**config.mk**
```make
export PLATFORM = sky130hd
export DESIGN_NAME = multicycle_controller
export DESIGN_NICKNAME = d
export VERILOG_FILES = /design/src/rtl/multicycle_controller.sv
export SDC_FILE = /design/constraint.sdc
export NUM_CORES = 1
export LEC_CHECK = 0
export CAP_MARGIN = 30
export CORE_MARGIN = 1.5
export CORE_UTILIZATION = 29
export DETAILED_ROUTE_END_ITERATION = 8
export MAX_ROUTING_LAYER = met4
export PLACE_DENSITY = 0.85
export SLEW_MARGIN = 20
export SYNTH_ARGS = -nofsm -noshare
export SYNTH_HDL_FRONTEND = slang
export SYNTH_SLANG_ARGS = --single-unit
export TNS_END_PERCENT = 10
```
**constraint.sdc**
```tcl
create_clock -name clk -period 2.7 [get_ports clk]
set_input_delay 0.405 -clock clk [delete_from_list [all_inputs] [get_ports clk]]
set_output_delay 0.405 -clock clk [all_outputs]
set_load 0.05 [all_outputs]
```
**src/rtl/multicycle_controller.sv**
```systemverilog
// Main control FSM of the multi-cycle RV32I core: FETCH, DECODE, EXEC, MEM, WB (+TRAP).
// Optional macro ILLEGAL_TRAP_EN sends unknown opcodes to a sticky TRAP state instead of retiring them as NOPs.
module multicycle_controller (
  input  logic        clk,
  input  logic        rst,
  input  logic [31:0] instr,
  input  logic        branch_taken,
  input  logic        mem_ready,
  output logic        mem_req,
  output logic        mem_we,
  output logic        mem_addr_src,
  output logic        ir_we,
  output logic        pc_we,
  output logic [1:0]  pc_src,
  output logic [1:0]  alu_a_src,
  output logic        alu_b_src,
  output logic [1:0]  alu_op,
  output logic        rf_we,
  output logic [1:0]  wb_src,
  output logic [2:0]  state,
  output logic        illegal
);

  typedef enum logic [2:0] {
    S_FETCH  = 3'd0,
    S_DECODE = 3'd1,
    S_EXEC   = 3'd2,
    S_MEM    = 3'd3,
    S_WB     = 3'd4,
    S_TRAP   = 3'd5
  } state_t;

  localparam logic [6:0] OP_LOAD   = 7'b0000011;
  localparam logic [6:0] OP_FENCE  = 7'b0001111;
  localparam logic [6:0] OP_OPIMM  = 7'b0010011;
  localparam logic [6:0] OP_AUIPC  = 7'b0010111;
  localparam logic [6:0] OP_STORE  = 7'b0100011;
  localparam logic [6:0] OP_OP     = 7'b0110011;
  localparam logic [6:0] OP_LUI    = 7'b0110111;
  localparam logic [6:0] OP_BRANCH = 7'b1100011;
  localparam logic [6:0] OP_JALR   = 7'b1100111;
  localparam logic [6:0] OP_JAL    = 7'b1101111;

  state_t     state_reg;
  logic [6:0] opcode;
  logic       known;
  logic       to_wb;

  assign opcode = instr[6:0];

  always_comb begin
    known = 1'b1;
    to_wb = 1'b0;
    case (opcode)
      OP_OP, OP_OPIMM, OP_LUI, OP_AUIPC, OP_JAL, OP_JALR: to_wb = 1'b1;
      OP_LOAD, OP_STORE, OP_BRANCH, OP_FENCE: ;
      default: known = 1'b0;
    endcase
  end

  always_ff @(posedge clk) begin
    if (rst) begin
      state_reg <= S_FETCH;
    end else begin
      case (state_reg)
        S_FETCH:  if (mem_ready) state_reg <= S_DECODE;
`ifdef ILLEGAL_TRAP_EN
        S_DECODE: state_reg <= known ? S_EXEC : S_TRAP;
`else
        S_DECODE: state_reg <= S_EXEC;
`endif
        S_EXEC: begin
          if (to_wb)                                    state_reg <= S_WB;
          else if (opcode == OP_LOAD || opcode == OP_STORE) state_reg <= S_MEM;
          else                                          state_reg <= S_FETCH;
        end
        S_MEM:    if (mem_ready) state_reg <= (opcode == OP_STORE) ? S_FETCH : S_WB;
        S_WB:     state_reg <= S_FETCH;
        S_TRAP:   state_reg <= S_TRAP;
        default:  state_reg <= S_FETCH;
      endcase
    end
  end

  // Outputs are decoded from the current state; mem_ready and branch_taken gate the final-cycle strobes.
  always_comb begin
    mem_req      = 1'b0;
    mem_we       = 1'b0;
    mem_addr_src = 1'b0;
    ir_we        = 1'b0;
    pc_we        = 1'b0;
    pc_src       = 2'd0;
    alu_a_src    = 2'd0;
    alu_b_src    = 1'b0;
    alu_op       = 2'd0;
    rf_we        = 1'b0;
    wb_src       = 2'd0;
    illegal      = 1'b0;
    case (state_reg)
      S_FETCH: begin
        mem_req = 1'b1;
        ir_we   = mem_ready;
      end
      S_EXEC: begin
        case (opcode)
          OP_OP:     alu_op = 2'd2;
          OP_OPIMM:  begin alu_b_src = 1'b1; alu_op = 2'd2; end
          OP_LUI:    begin alu_a_src = 2'd2; alu_b_src = 1'b1; end
          OP_AUIPC,
          OP_JAL:    begin alu_a_src = 2'd1; alu_b_src = 1'b1; end
          OP_JALR,
          OP_LOAD,
          OP_STORE:  alu_b_src = 1'b1;
          OP_BRANCH: begin
            alu_op = 2'd1;
            pc_we  = 1'b1;
            pc_src = branch_taken ? 2'd1 : 2'd0;
          end
          default:   pc_we = 1'b1;
        endcase
      end
      S_MEM: begin
        mem_req      = 1'b1;
        mem_addr_src = 1'b1;
        mem_we       = (opcode == OP_STORE);
        pc_we        = mem_ready && (opcode == OP_STORE);
      end
      S_WB: begin
        rf_we = (instr[11:7] != 5'd0);
        pc_we = 1'b1;
        if (opcode == OP_LOAD)      wb_src = 2'd1;
        else if (opcode == OP_JAL || opcode == OP_JALR) wb_src = 2'd2;
        if (opcode == OP_JAL)       pc_src = 2'd1;
        else if (opcode == OP_JALR) pc_src = 2'd2;
      end
`ifdef ILLEGAL_TRAP_EN
      S_TRAP:  illegal = 1'b1;
`endif
      default: ;
    endcase
    // Reset overrides everything so an aborted instruction cannot write PC, IR or the register file.
    if (rst) begin
      mem_req      = 1'b0;
      mem_we       = 1'b0;
      mem_addr_src = 1'b0;
      ir_we        = 1'b0;
      pc_we        = 1'b0;
      pc_src       = 2'd0;
      alu_a_src    = 2'd0;
      alu_b_src    = 1'b0;
      alu_op       = 2'd0;
      rf_we        = 1'b0;
      wb_src       = 2'd0;
      illegal      = 1'b0;
    end
  end

  assign state = rst ? 3'd0 : state_reg;

endmodule

```
==> reports/qor.csv, run 1 <==
metric,value,unit
r2r_slack,1350,ps
cap_violations,0,
final_cell_area,977.2,um^2
startpoint_type,primary input,
tritoncts,yes,
powerDensity,233.3,nW/um^2
ir_drop,109.0,uV
largest_reg_flops,3,
worstPathRequired,2300,ps
cts_buffer_depth,2,
initial_core_util,31.57,%
cts_resized,0,
synth_edf_count,0,
fin_crit_sh,91.62,%
root_buffer,clkbuf_4,
period_needed,2474,ps
antenna_cells,0,
power_leakage,0.3951,nW
rsz0062_at_grt,no,
status,"finished, violations left",
slew_violations,0,
final_layout_size_suffix_gt1_share,25.45,%
clock_latency,230,ps
ys_warn_count,0,
placementRows,14,
cts.clk_slew.worst_paths,40,ps
grt_pass1_vias,586,
pin_count,55,
fmax,404.2,MHz
finalPower,0.2280,mW
dr.pass1.iters,7,
crit_path_end_kind,primary output,
wire_per_inst,11.61,um
final_util,63.39,%
gp_congestion,0.8389,
critical_path_class,primary input to primary output,
antenna_left,0,
clock_sinks,3,
synthTopCellsByCount,"9 x nor2_1, 9 x nor3_1, 7 x a21oi_1",
yosys-top-cells-area,"dfxtp_1 12%, nor3_1 9.3%, a21oi_1 7.2%, nor2_1 6.9%, nand2b_4 5.7%",
fin_nets,147,
ctsHtreeMaxLevel,1,
ys_seq_area_share,12.34,%
ys_async_sr_fraction,0,%
seqCellArea,60.06,um^2
path_max_fanout,7,
synth_top_cell_by_area,dfxtp_1,
finalSetupViolCount,0,
area_growth,100.8,%
synth_area,486.7,um^2
finalSetupTns,0,ps
syn_avg_cell_area,6.577,um^2
finClkSkew,1.126,ps
via_per_inst,5.262,
placed_cell_area,950.9,um^2
drtIter0Drc,6,
worst_slack,226.2,ps
cts_buffers,3,
die_w,43.97,um
violations,design-rule violations,
dp_slack,235.8,ps
grt.total_usage,16.51,%
synthCells,74,
port_buffers,33,
grt_start_max_net_pins,11,
post-cts-setup-buffers,0,
antenna_found_initial,0,
grt_pass1_wl,2380,um
cp.arrival,2070,ps
die_y,43.97,um
multi_input_area,372.9,um^2
drc,1,
cts_hold_buf,0,
ys.flop_type,dfxtp_1,
routed_wl,1463,um
synth_cell_type_count,32,
synth_seq_cells,3,
syn_nets,110,
hold_path.class,flip-flop to flip-flop,
globalRouteOverflowTotal,0,
vias,663,
fillers,131,
synth_top_area_share,12.34,%
die_area,1933,um^2
place_hpwl,1197,um
core-area,1541,um^2
hold_violations,0,
per-layer routing:
metal	GRT usage [%]	wire, um	up-vias
met2	28.82	713	35
met3	5.417	145	2
li1	-	-	335
met1	18.00	600	291
met4	3.636	3	0
met5	-	0	-
where the power goes:
group          switching (mW)  internal, mW  leakage [nW]
Clock                  0.0231        0.0554        0.0150
Sequential            0.00628        0.0470        0.0245
Combinational          0.0513        0.0450         0.356
cell usage in the layout, fill, tap and decap left out, types with 2 or more instances in the layout:
cell / instances
nor3_1: 9
clkbuf_4: 3
nand2_1: 5
nor2_1: 9
or3_1: 2
nand4_1: 2
buf_12: 13
nand2b_4: 2
o211ai_1: 2
nand3_1: 2
nor2b_1: 2
clkdlybuf4s50_1: 17
inv_1: 6
buf_4: 6
a21oi_1: 7
o21ai_0: 3
dfxtp_1: 3
critical path: stages:
cell and delay [ps]:
clkdlybuf4s50_1 620, and3b_1 230, nand3_1 210, o211ai_1 240, o211ai_1 170, buf_12 190
cells by family after synthesis:
logic type	synth area share, %
AND/OR/NAND/NOR	50.90
AO/OA/AOI/OAI	23.14
buffers and inverters	11.05
flip-flops	12.34
XOR/XNOR	1.800
other	0.7705
per-stage QoR:
step | cells | hold WS, ps
floorplan | 74 | 557.8
global placement | 122 | 599.1
detailed placement | 122 | 622.2
CTS | 126 | 631.4
global route | 126 | 659.4
finish | 126 | 637.1
final cells by class:
cell class,count,share of cell area [%]
well taps,16,2.049
multi-input cells,61,38.16
flip-flops and latches,3,6.146
repair buffers,36,48.66
clock buffers,4,2.689
inverters,6,2.305
path summary, 6_finish.rpt:
kind	startpoint	to	depth (start not counted)
hold / removal	state_reg[2]$_SDFFE_PP0P_	state_reg[1]$_SDFFE_PP0P_	1
hold reg to reg	state_reg[2]$_SDFFE_PP0P_	state_reg[1]$_SDFFE_PP0P_	1
setup / recovery	instr[5]	pc_we	6
setup reg to reg	state_reg[1]$_SDFFE_PP0P_	state_reg[2]$_SDFFE_PP0P_	4
(Power assumes the default switching activity.)
==> inputs of run 2 (changes only) <==
--- a/config.mk
+++ b/config.mk
@@ -7,10 +7,10 @@
 export LEC_CHECK = 0
 export CAP_MARGIN = 30
 export CORE_MARGIN = 1.5
-export CORE_UTILIZATION = 29
+export CORE_UTILIZATION = 27
 export DETAILED_ROUTE_END_ITERATION = 8
 export MAX_ROUTING_LAYER = met4
-export PLACE_DENSITY = 0.85
+export PLACE_DENSITY = 0.8
 export SLEW_MARGIN = 20
 export SYNTH_ARGS = -nofsm -noshare
 export SYNTH_HDL_FRONTEND = slang
==> constraint.sdc (replaced) <==
create_clock -name clk -period 2.5 [get_ports clk]
set_input_delay 0.375 -clock clk [delete_from_list [all_inputs] [get_ports clk]]
set_output_delay 0.375 -clock clk [all_outputs]
set_load 0.05 [all_outputs]
==> reports/qor.csv, run 2 (same netlist as run 1, synthesis figures left out) <==
metric,value,unit,change
status,"finished, final reports clean",,"was finished, violations left"
globalRouteOverflowTotal,0,,unchanged
die_w,45.46,um,was 43.97 um
root_buffer,clkbuf_4,,unchanged
clock_latency,220,ps,was 230 ps
place_hpwl,1220,um,was 1197 um
final_layout_size_suffix_gt1_share,28.57,%,was 25.45%
post-cts-setup-buffers,0,,unchanged
powerDensity,242.0,nW/um^2,was 233.3 nW/um^2
cts_buffer_depth,2,,unchanged
routed_wl,1516,um,was 1463 um
clock_sinks,3,,unchanged
fmax,417.0,MHz,
finalPower,0.2462,mW,was 0.2280 mW
finClkSkew,2.401,ps,was 1.126 ps
startpoint_type,primary input,,unchanged
fin_crit_sh,95.92,%,
drtIter0Drc,10,,was 6
wire_per_inst,11.07,um,was 11.61 um
cap_violations,0,,unchanged
core-area,1708,um^2,was 1541 um^2
finalSetupViolCount,0,,unchanged
gp_congestion,0.8279,,was 0.8389
worstPathRequired,2120,ps,was 2300 ps
cts_resized,0,,unchanged
largest_reg_flops,3,,unchanged
crit_start,rst,,was instr[5]
antenna_left,0,,unchanged
hold_path.class,flip-flop to flip-flop,,unchanged
cts.clk_slew.worst_paths,40,ps,about the same
die_y,45.46,um,was 43.97 um
dr.pass1.iters,4,,was 7
drc,0,,was 1
initial_core_util,28.50,%,was 31.57%
tritoncts,yes,,unchanged
power_leakage,0.4112,nW,was 0.3951 nW
slew_violations,0,,unchanged
hold_violations,0,,unchanged
area_growth,109.0,%,was 100.8%
grt.total_usage,14.68,%,was 16.51%
reg2reg_from,state_reg[1]$_SDFFE_PP0P_,,unchanged
antenna_found_initial,0,,unchanged
fin_nets,149,,was 147
worstRegToRegCells,4,,unchanged
ctsHtreeMaxLevel,1,,unchanged
die_area,2066,um^2,was 1933 um^2
antenna_cells,0,,unchanged
port_buffers,33,,unchanged
critical_path_class,primary input to primary output,,unchanged
finalSetupTns,0,ps,unchanged
whs_path_depth,1,,unchanged
vias,647,,was 663
placementRows,15,,was 14
ir_drop,213.8,uV,was 109.0 uV
pin_count,55,,unchanged
crit_path_end_kind,primary output,,unchanged
via_per_inst,4.723,,was 5.262
period_needed,2398,ps,
final_common_cell,clkdlybuf4s50_1,,unchanged
cts_hold_buf,0,,unchanged
grt_pass1_wl,2270,um,was 2380 um
cts_buffers,3,,unchanged
min_from,state_reg[2]$_SDFFE_PP0P_,,unchanged
grt_start_max_net_pins,11,,unchanged
mostFrequentLayoutCells,"15 x clkdlybuf4s50_1, 14 x buf_12, 9 x nor3_1, 9 x nor2_1, 9 x buf_4",,"was 17 x clkdlybuf4s50_1, 13 x buf_12, 9 x nor3_1, 9 x nor2_1, 7 x a21oi_1"
path_max_fanout,10,,was 7
rsz0062_at_grt,no,,unchanged
cp.arrival,2020,ps,was 2070 ps
grt_pass1_vias,542,,was 586
==> run 2: cell type report <==
cell class / instances / area, um^2
fill: 141 / 690.7
timing repair buffer: 38 / 498.0
multi-input combinational: 61 / 379.1
sequential: 3 / 60.06
tap: 25 / 31.28
clock buffer: 4 / 26.28
inverter: 6 / 22.52
==> run 2: power breakdown <==
part           total, mW  internal (mW)  switching, mW
registers         0.0576         0.0508        0.00685
clock network     0.0809         0.0596         0.0213
logic              0.108         0.0510         0.0567
==> run 2: final timing paths <==
kind / endpoint / slack, ps
worst min-delay path: state_reg[1]$_SDFFE_PP0P_ / 620
worst max-delay path: pc_we / 100
worst min register to register: state_reg[1]$_SDFFE_PP0P_ / 620
worst max register to register: state_reg[2]$_SDFFE_PP0P_ / 1140
==> run 2: stage by stage <==
step / std cells / area [um^2] / hold slack [ps] / worst slack [ps] / util [%]
after floorplan: 74 / 486.7 / 557.8 / 47.68 / -
after global placement: 133 / 984.7 / 608.7 / 136.6 / 57.66
after detailed placement: 133 / 984.7 / 624.6 / 124.5 / 57.66
after CTS: 137 / 1011 / 631.0 / 99.99 / 59.19
after global routing: 137 / 1017 / 671.6 / 13.29 / 59.56
final: 137 / 1017 / 620.5 / 102.0 / 59.56
==> run 2: per-layer routing <==
metal,GRT usage [%],wire (um),vias to the layer above
met4,3.529,0,0
met1,21.93,728,286
met2,20.85,694,21
met3,1.587,93,0
li1,-,-,340
met5,-,0,-
==> run 2: critical path, cell delays in order <==
cell	delay (ps)
clkdlybuf4s50_1	600
nand2b_4	250
or3_1	350
o211ai_1	270
buf_12	180
